<file path="config.mk">
export PLATFORM = sky130hd
export DESIGN_NAME = voice_alloc_sched
export DESIGN_NICKNAME = d
export VERILOG_FILES = /design/src/rtl/voice_alloc_sched.sv
export SDC_FILE = /design/constraint.sdc
export NUM_CORES = 1
export LEC_CHECK = 0
export BUFFER_PORTS_ARGS = -buffer_cell sky130_fd_sc_hd__buf_4
export CAP_MARGIN = 15
export CORE_MARGIN = 5
export CORE_UTILIZATION = 55
export DETAILED_ROUTE_END_ITERATION = 10
export PLACE_DENSITY = 0.83
export SYNTH_ARGS = -nofsm -noshare
export SYNTH_HDL_FRONTEND = slang
export SYNTH_SLANG_ARGS = --single-unit
</file>
<file path="constraint.sdc">
create_clock -name CLOCK_50 -period 12 [get_ports CLOCK_50]
set_input_delay 1.2 -clock CLOCK_50 [delete_from_list [all_inputs] [get_ports CLOCK_50]]
set_output_delay 1.2 -clock CLOCK_50 [all_outputs]
set_load 0.01 [all_outputs]
</file>
<file path="src/rtl/voice_alloc_sched.sv">
// voice_alloc_sched
//   Voice allocator / scheduler sitting between the MIDI byte parser and the
//   synth engine voice array. Note requests arrive on a valid/ready handshake.
//   A voice is chosen in this order: a free voice, then the oldest releasing
//   voice, then the oldest held voice (steal). Ordered on/off events and the
//   per-voice gate bits are produced for the envelope generators.
//
//   Optional build macro: RETRIGGER_SAME_NOTE_EN
//     When defined, a note-on for a key already gated on re-triggers that
//     voice (on event, age refreshed) instead of allocating a second voice.
//
// Ports
//   CLOCK_50     in   system clock, rising edge
//   reset_reg    in   asynchronous active-high reset
//   req_valid    in   request present
//   req_ready    out  request accepted this cycle when high
//   req_on       in   1 = note-on, 0 = note-off
//   req_note     in   MIDI key
//   req_vel      in   velocity (note-on with 0 velocity acts as note-off)
//   all_off      in   all-notes-off pulse
//   voice_free   in   per-voice envelope-finished flag
//   keys_on      out  per-voice gate
//   evt_valid    out  one-cycle event strobe
//   evt_on       out  1 = gate-on event, 0 = gate-off event
//   evt_voice    out  voice index of the event
//   evt_note     out  key of the event (8'hFF on off events)
//   evt_vel      out  velocity of the event
//   active_keys  out  registered popcount of keys_on
//   steal        out  one-cycle pulse when a held voice is stolen
module voice_alloc_sched #(
  parameter int VOICES  = 8,
  parameter int V_WIDTH = 3
) (
  input  logic               CLOCK_50,
  input  logic               reset_reg,
  input  logic               req_valid,
  output logic               req_ready,
  input  logic               req_on,
  input  logic [7:0]         req_note,
  input  logic [7:0]         req_vel,
  input  logic               all_off,
  input  logic [VOICES-1:0]  voice_free,
  output logic [VOICES-1:0]  keys_on,
  output logic               evt_valid,
  output logic               evt_on,
  output logic [V_WIDTH-1:0] evt_voice,
  output logic [7:0]         evt_note,
  output logic [7:0]         evt_vel,
  output logic [V_WIDTH:0]   active_keys,
  output logic               steal
);

  localparam int unsigned NV = VOICES;

  typedef enum logic [2:0] {IDLE, SCAN, MATCH, KILL, GRANT} state_t;

  state_t             state_q;
  logic [VOICES-1:0]  keys_on_q;
  logic [7:0]         note_q [VOICES];
  logic [V_WIDTH-1:0] age_q  [VOICES];
  logic [7:0]         key_q;
  logic [7:0]         vel_q;
  logic [V_WIDTH-1:0] tgt_q;
  logic               evt_valid_q;
  logic               evt_on_q;
  logic [V_WIDTH-1:0] evt_voice_q;
  logic [7:0]         evt_note_q;
  logic [7:0]         evt_vel_q;
  logic [V_WIDTH:0]   active_keys_q;
  logic               steal_q;

  // Search results over the voice array
  logic               free_hit, rel_hit, match_hit;
  logic [V_WIDTH-1:0] free_idx, rel_idx, old_idx, match_idx;
  logic [V_WIDTH-1:0] rel_age, tgt_age;
  logic [V_WIDTH:0]   popcnt_d;

  always_comb begin
    free_hit  = 1'b0;
    free_idx  = '0;
    rel_hit   = 1'b0;
    rel_idx   = '0;
    rel_age   = '0;
    old_idx   = '0;
    match_hit = 1'b0;
    match_idx = '0;
    popcnt_d  = '0;
    for (int unsigned v = 0; v < NV; v++) begin
      if (!free_hit && !keys_on_q[v] && voice_free[v]) begin
        free_hit = 1'b1;
        free_idx = V_WIDTH'(v);
      end
      if (!keys_on_q[v] && (!rel_hit || age_q[v] > rel_age)) begin
        rel_hit = 1'b1;
        rel_idx = V_WIDTH'(v);
        rel_age = age_q[v];
      end
      // Ages are a permutation, so exactly one voice holds the maximum.
      if (age_q[v] == V_WIDTH'(NV - 1)) old_idx = V_WIDTH'(v);
      if (!match_hit && keys_on_q[v] && note_q[v] == key_q) begin
        match_hit = 1'b1;
        match_idx = V_WIDTH'(v);
      end
      popcnt_d = popcnt_d + {{V_WIDTH{1'b0}}, keys_on_q[v]};
    end
    tgt_age = age_q[tgt_q];
  end

  always_ff @(posedge CLOCK_50 or posedge reset_reg) begin
    if (reset_reg) begin
      state_q       <= IDLE;
      keys_on_q     <= '0;
      key_q         <= '0;
      vel_q         <= '0;
      tgt_q         <= '0;
      evt_valid_q   <= 1'b0;
      evt_on_q      <= 1'b0;
      evt_voice_q   <= '0;
      evt_note_q    <= 8'hFF;
      evt_vel_q     <= '0;
      active_keys_q <= '0;
      steal_q       <= 1'b0;
      for (int unsigned v = 0; v < NV; v++) begin
        note_q[v] <= 8'hFF;
        age_q[v]  <= V_WIDTH'(v);
      end
    end else begin
      evt_valid_q   <= 1'b0;
      steal_q       <= 1'b0;
      active_keys_q <= popcnt_d;
      if (all_off) begin
        // Drops any in-flight request; ages are deliberately left alone.
        state_q       <= IDLE;
        keys_on_q     <= '0;
        active_keys_q <= '0;
        for (int unsigned v = 0; v < NV; v++) note_q[v] <= 8'hFF;
      end else begin
        case (state_q)
          IDLE: begin
            if (req_valid) begin
              key_q   <= req_note;
              vel_q   <= req_vel;
              state_q <= (req_on && req_vel != 8'd0) ? SCAN : MATCH;
            end
          end
          SCAN: begin
`ifdef RETRIGGER_SAME_NOTE_EN
            if (match_hit) begin
              tgt_q   <= match_idx;
              state_q <= GRANT;
            end else
`endif
            if (free_hit) begin
              tgt_q   <= free_idx;
              state_q <= GRANT;
            end else if (rel_hit) begin
              tgt_q   <= rel_idx;
              state_q <= GRANT;
            end else begin
              tgt_q   <= old_idx;
              state_q <= KILL;
            end
          end
          KILL: begin
            evt_valid_q      <= 1'b1;
            evt_on_q         <= 1'b0;
            evt_voice_q      <= tgt_q;
            evt_note_q       <= 8'hFF;
            evt_vel_q        <= '0;
            steal_q          <= 1'b1;
            keys_on_q[tgt_q] <= 1'b0;
            state_q          <= GRANT;
          end
          GRANT: begin
            evt_valid_q      <= 1'b1;
            evt_on_q         <= 1'b1;
            evt_voice_q      <= tgt_q;
            evt_note_q       <= key_q;
            evt_vel_q        <= vel_q;
            keys_on_q[tgt_q] <= 1'b1;
            note_q[tgt_q]    <= key_q;
            for (int unsigned v = 0; v < NV; v++) begin
              if (V_WIDTH'(v) == tgt_q)  age_q[v] <= '0;
              else if (age_q[v] < tgt_age) age_q[v] <= age_q[v] + 1'b1;
            end
            state_q <= IDLE;
          end
          MATCH: begin
            if (match_hit) begin
              evt_valid_q          <= 1'b1;
              evt_on_q             <= 1'b0;
              evt_voice_q          <= match_idx;
              evt_note_q           <= 8'hFF;
              evt_vel_q            <= '0;
              keys_on_q[match_idx] <= 1'b0;
              note_q[match_idx]    <= 8'hFF;
            end
            state_q <= IDLE;
          end
          default: state_q <= IDLE;
        endcase
      end
    end
  end

  assign req_ready   = (state_q == IDLE) && !all_off;
  assign keys_on     = keys_on_q;
  assign evt_valid   = evt_valid_q;
  assign evt_on      = evt_on_q;
  assign evt_voice   = evt_voice_q;
  assign evt_note    = evt_note_q;
  assign evt_vel     = evt_vel_q;
  assign active_keys = active_keys_q;
  assign steal       = steal_q;

endmodule

</file>
* Yosys cells after proc, flatten, opt, wreduce, memory -nomap -nowiden
Cells that the tools add are included.
** Word-level totals
- Flip-flop bits (word level) :: 144
- Word-level logic and storage cells :: 328
** Operators by class
- Magnitude comparators :: 23
- Bitwise logic cells :: 9
- Equal/unequal tests :: 29
- Add/subtract/negate cells :: 15
- Muxes and demuxes :: 115
- Reduce and logical (&&, ||, !) cells :: 109
** Operators by type and width (number)
- $mux W3 :: 56
- $mux W64 :: 2
- $pmux W64 S2 :: 1
- $pmux W8 S3 :: 3
- $bwmux W64 :: 1
- $eq A8 B8 Y1 :: 8
- $or A64 B64 Y64 :: 1
- $demux W8 S3 :: 2
- $mux W8 :: 6
- $logic_and A1 B1 Y1 :: 43
- $mux W1 :: 35
- $reduce_and A3 Y1 :: 11
- $logic_not A1 Y1 :: 29
- $add A3 B1 Y3 const B :: 8
- $eq A3 B3 Y1 const B :: 8
- $lt A3 B3 Y1 :: 8
- $gt A3 B3 Y1 :: 7
- $reduce_bool A2 Y1 :: 9
- $add A4 B1 Y4 :: 4
- $and A8 B8 Y8 :: 2
- $not A8 Y8 :: 2
- $eq A3 B3 Y1 const A :: 4
- $bmux W3 S3 :: 1
- $pmux W3 S3 :: 1
- other kinds (29) :: 48

* Logic depth before layout (Yosys ltp)
- Depth in word-level cells :: 40
- Gate-level depth with buffers :: 52

* Least setup slack after synthesis
No wires, ideal clock.
- Path kind :: flip-flop to flip-flop
- From :: register keys_on_q[0] (netlist: keys_on[0])
- To :: register tgt_q[0]
- Path slack :: 3.142 ns
- Path buffers :: 1
- Period minus slack after synthesis :: 8.858 ns
- Arrival :: 8.737 ns
- Cell stages (with the launch flop) :: 51
- Cell sequence :: dfrtp_1 > inv_1 > nand2_1 > ha_1 > nand3_1 > o21ai_0 > o21a_1 > o31ai_1 > inv_1 > ha_1 > nand3_1 > o21ai_0 > o21bai_1 > and2_1 > buf_1 > mux2_2 > ha_1 > nor2b_1 > [15 not listed] > o21ai_1 > mux2_2 > ha_1 > nor2b_1 > o21ai_0 > a32oi_1 > o21ai_1 > nand2_1 > o22a_1 > o221ai_1 > ha_1 > nor2b_1 > o21a_1 > o21ai_0 > a21oi_1 > a31oi_1 > a21oi_1 > o22a_1
** Between the ends
- Cells in the longest elaborated chain, start to end :: 32
** RTL lines
- start, declared :: RTL line 58 : logic [VOICES-1:0] keys_on_q;
- start signal, assigned :: RTL line 112 : keys_on_q <= '0;
- start signal, assigned :: RTL line 134 : keys_on_q <= '0;
- start signal, assigned by index :: RTL line 171 : keys_on_q[tgt_q] <= 1'b0;
- branches (longest 31 deep; another with $gt A3 B3 Y1)
- $mux W3 * :: RTL line 153 : if (free_hit) begin
- end signal, assigned :: RTL line 154 : tgt_q <= free_idx;
- end signal, assigned :: RTL line 157 : tgt_q <= rel_idx;
- end signal, assigned :: RTL line 160 : tgt_q <= old_idx;
- end, declared :: RTL line 63 : logic [V_WIDTH-1:0] tgt_q;
Every way passes the cells marked *.
A chain may end at the register's enable or synchronous reset.

* Worst setup path in the final report
- From :: register keys_on_q[0] (netlist: keys_on[0])
- To :: register tgt_q[2]
Same word-level chain as after synthesis.

==> run summary <==
The run finished with clean final reports. The share of Yosys cell area claimed by the top area cell type is ~25%. The count of pins over their slew limit came out at 0.

Setup repair after global routing left no endpoint under its margin. The transition time at the pin with the least slew margin came out at between 1000 and 1500 ps. The count of synthesis-stage warnings from yosys came out at 0.

The cell taking the most area after synthesis is sky130_fd_sc_hd__dfstp_2. The dominant synthesized flop cell is sky130_fd_sc_hd__dfstp_2. The worst clock skew is around 12 ps. The share of the cycle needed by the critical path after routing is 84.7%. The later pin in the worst-skew pair is clocked with a latency of 430 ps. The total wire length is between 20,000 and 25,000 um. For this design the static power due to leakage is around 0.004 uW.

The total number of placement rows is 46. The final weighted congestion in routability-driven placement came out at between 0.9 and 1. CTS placed an instance of sky130_fd_sc_hd__clkbuf_16 at the clock tree root. The required time at the worst-slack endpoint is 12,300 ps. The number of cells in the design after placement is around 1,100. The number of diodes added for antenna fixing came out at 0. The maximum number of pins on one net before global-route repair came out at 91. The number of buffers created by CTS is 17. The startpoint kind of the worst setup timing path is a flip-flop. The synthesized instance count came out at between 800 and 900. The chip width came out at around 140 um. The wire-length estimate of the detail-placed layout is 15,900 um.

In this run the standard cell core region covers about 16,000 um2. The count of input and output buffers is 63. The post-detailed-route count of antenna-violating nets came out at 0. The setup TNS is 0 ps. Counting both buffers and inverters, the worst setup path holds a total of 3. By count the netlist is led by sky130_fd_sc_hd__dfstp_2 (84), sky130_fd_sc_hd__nand2_1 (73), sky130_fd_sc_hd__dfrtp_1 (60).

At the worst endpoint, the arrival time is 10,470 ps. The first-pass GRT wire length is between 30,000 and 40,000 um. The number of DRC markers after the initial detailed-route iteration came out at approximately 590. The number of global-route vias before repair came out at 7,048.

TritonCTS built the clock tree. The setup path with the least slack is of type flip-flop to flip-flop. The critical path's largest stage delay is approximately 470 ps. Synthesis instantiated 71 different standard cells from the library.

During I/O placement, the number of pins put on the boundary was 64. Among all stages on the critical path, the largest delay is contributed by sky130_fd_sc_hd__dfrtp_1. The number of instances resized during post-cts repair came out at 0.

The total congestion overflow came out at 0. The initial antenna violation count came out at 0. The post-synth net total came out at roughly 1,000. The time the worst path needs with I/O delays and setup came out at between 10,000 and 15,000 ps. The count of endpoints failing hold in the final timing report is 0. The average detailed-routed wire length per instance came out at between 15 and 20 um. The number of hold buffers added after CTS was 0.

The clock drives ~140 sinks. The number of synthesized flops with an enable pin is 0. The level count of the clock H-tree is 4. The global-route total usage across every layer is between 20 and 25%. The mean number of vias per cell is between 6 and 7. The initial utilization of the core area, before any placement, comes to 56.3%. The synthesized flop and latch total is approximately 140. VDD sags by at most approximately 0.13 mV.

The power density of the placed cells is 140 nW/um2. The most frequent cell after synthesis is sky130_fd_sc_hd__dfstp_2. The clock slew at the register clock pins of the worst setup and hold paths is ~60 ps.

The clock passes through at most 2 buffers. The die extent in y came out at between 100 and 150 um. The finished layout holds approximately 1,200 standard cells, fillers aside. STA classifies the critical path endpoint as a flip-flop. The total setup violations reported at the end of the flow came out at 0. The share of cells above drive strength 1 came out at 24.5%. Counting stages on the worst path, the most repeated cell is sky130_fd_sc_hd__o21ai_0. The total design power came out at 1410 uW. The via count of the routed design came out at around 7,300. The synthesized netlist occupies a cell area of between 8000 and 9000 um2. The number of buffers inserted by post-CTS setup repair is 0. The share of synthesized flip-flops with an asynchronous set or reset came out at 100%. The area growth from synthesis to layout came out at 12.6%. The part of the Yosys area used for sequential elements came out at 41.3%. The average instance in the mapped netlist occupies 10.1 um2. The worst hold path belongs to the class flip-flop to flip-flop. Based on the critical path, the design can be clocked at up to 98.3 MHz. Before antenna repair, the detailed router went through 6 iterations. The area of the die came out at about 19,000 um2.

The number of DRC violations after detailed routing is 0. Grouping stages by cell kind, the critical path spends the most delay in compound AO/OA/AOI/OAI gates. The max capacitance violation total came out at 0.

Sorting the synthesized cells by area gives the leading types as sky130_fd_sc_hd__dfstp_2 (25%), sky130_fd_sc_hd__dfrtp_1 (17%), sky130_fd_sc_hd__ha_1 (7.8%). The worst slew margin relative to its limit came out at between 20% and 30%. In this run the worst path has a maximum fanout of 8.

The net total in the final layout is just over 1,000.
[final timing paths]
check	startpoint	endpoint	slack [ps]	cells after the start
worst max-delay path	keys_on[0]	tgt_q[2]	1830	50
worst min-delay path	note_q[2]	note_q[2]	470	2
worst max register to register	keys_on[0]	tgt_q[2]	1830	50
worst min register to register	note_q[2]	note_q[2]	470	2
max in group asynchronous	reset_reg	keys_on[2]	9900	3
min in group asynchronous	reset_reg	keys_on[1]	930	2
[kinds of logic after synthesis]
kind of cell | synth area share (%)
compound gates | 20.0
mux | 4.95
xor+xnor | 6.34
buf+inv | 4.24
simple gates | 14.5
flops | 41.3
fa+ha+maj | 8.70
[worst reg2reg max path, delay by kind of cell (launching register included)]
kind / cells / cell delay, ps
AND/OR/NAND/NOR: 12 / 1650
multiplexers: 2 / 680
flip-flops: 1 / 470
AO/OA/AOI/OAI: 26 / 4790
adder cells (fa/ha/maj): 7 / 2020
buffers and inverters: 3 / 410
[registers in the layout (all words and copies together) (netlist names)]
register and flops:
active_keys 4, age_q 24, evt_note 8, evt_on 1
evt_valid 1, evt_vel 8, evt_voice 3, key_q 8
keys_on 8, note_q 64, state_q 3, steal 1
tgt_q 3, vel_q 8
[layout by cell type, fill, tap and decap left out, types with 6 or more instances in the layout]
cell type	Yosys	final
sky130_fd_sc_hd__o22a_1	35	35
sky130_fd_sc_hd__xnor2_1	54	54
sky130_fd_sc_hd__a31oi_1	16	16
sky130_fd_sc_hd__xor2_1	11	11
sky130_fd_sc_hd__nand4_1	13	13
sky130_fd_sc_hd__nand2b_1	27	27
sky130_fd_sc_hd__nand3_1	20	20
sky130_fd_sc_hd__nor2_1	46	45
sky130_fd_sc_hd__nor3_1	20	20
sky130_fd_sc_hd__a22o_1	23	23
sky130_fd_sc_hd__a221o_1	18	18
sky130_fd_sc_hd__mux4_2	6	6
sky130_fd_sc_hd__clkbuf_16	0	18
sky130_fd_sc_hd__nand2_1	73	73
sky130_fd_sc_hd__a211oi_1	6	6
sky130_fd_sc_hd__o21a_1	12	12
sky130_fd_sc_hd__buf_4	3	65
sky130_fd_sc_hd__ha_1	56	56
sky130_fd_sc_hd__nor2b_1	12	12
sky130_fd_sc_hd__o21ai_1	6	6
sky130_fd_sc_hd__dfstp_2	84	84
sky130_fd_sc_hd__o21ai_0	50	50
sky130_fd_sc_hd__inv_1	39	38
sky130_fd_sc_hd__o22ai_1	9	9
sky130_fd_sc_hd__a21oi_1	46	46
sky130_fd_sc_hd__dfrtp_1	60	60
sky130_fd_sc_hd__mux2_2	23	23
[report_power, final]
part / leakage (uW) / total (uW) / switching, uW / internal, uW
Clock: 0.000288 / 526 / 206 / 320
Sequential: 0.00166 / 642 / 91.7 / 551
Combinational: 0.00217 / 244 / 117 / 127
Total: 0.00412 / 1410 / 415 / 997
[layer usage]
metal | routed length, um | GRT usage, %
met5 | 0 | 0
met4 | 705 | 10.7
met3 | 1250 | 4.42
met2 | 11100 | 39.9
met1 | 9750 | 33.4
[final cells by class]
type,count,area (um2)
inverter,40,160
clock inverter,7,73.8
clock buffer,24,513
timing repair buffer,65,488
multi-input combinational,662,4890
sequential,144,3710
tap,216,270
fill,1269,5840
[per-stage QoR]
step	setup WS [ps]	instance area, um2	hold WS, ps	util, %
after floorplan	3140	8980	450	-
after global placement	2540	9520	459	59.7
after detailed placement	2000	9520	464	59.7
after CTS	1950	10100	473	63.4
after global routing	801	10100	489	63.4
final	1830	10100	471	63.4
Note: power is estimated with default switching activity, not from simulation.
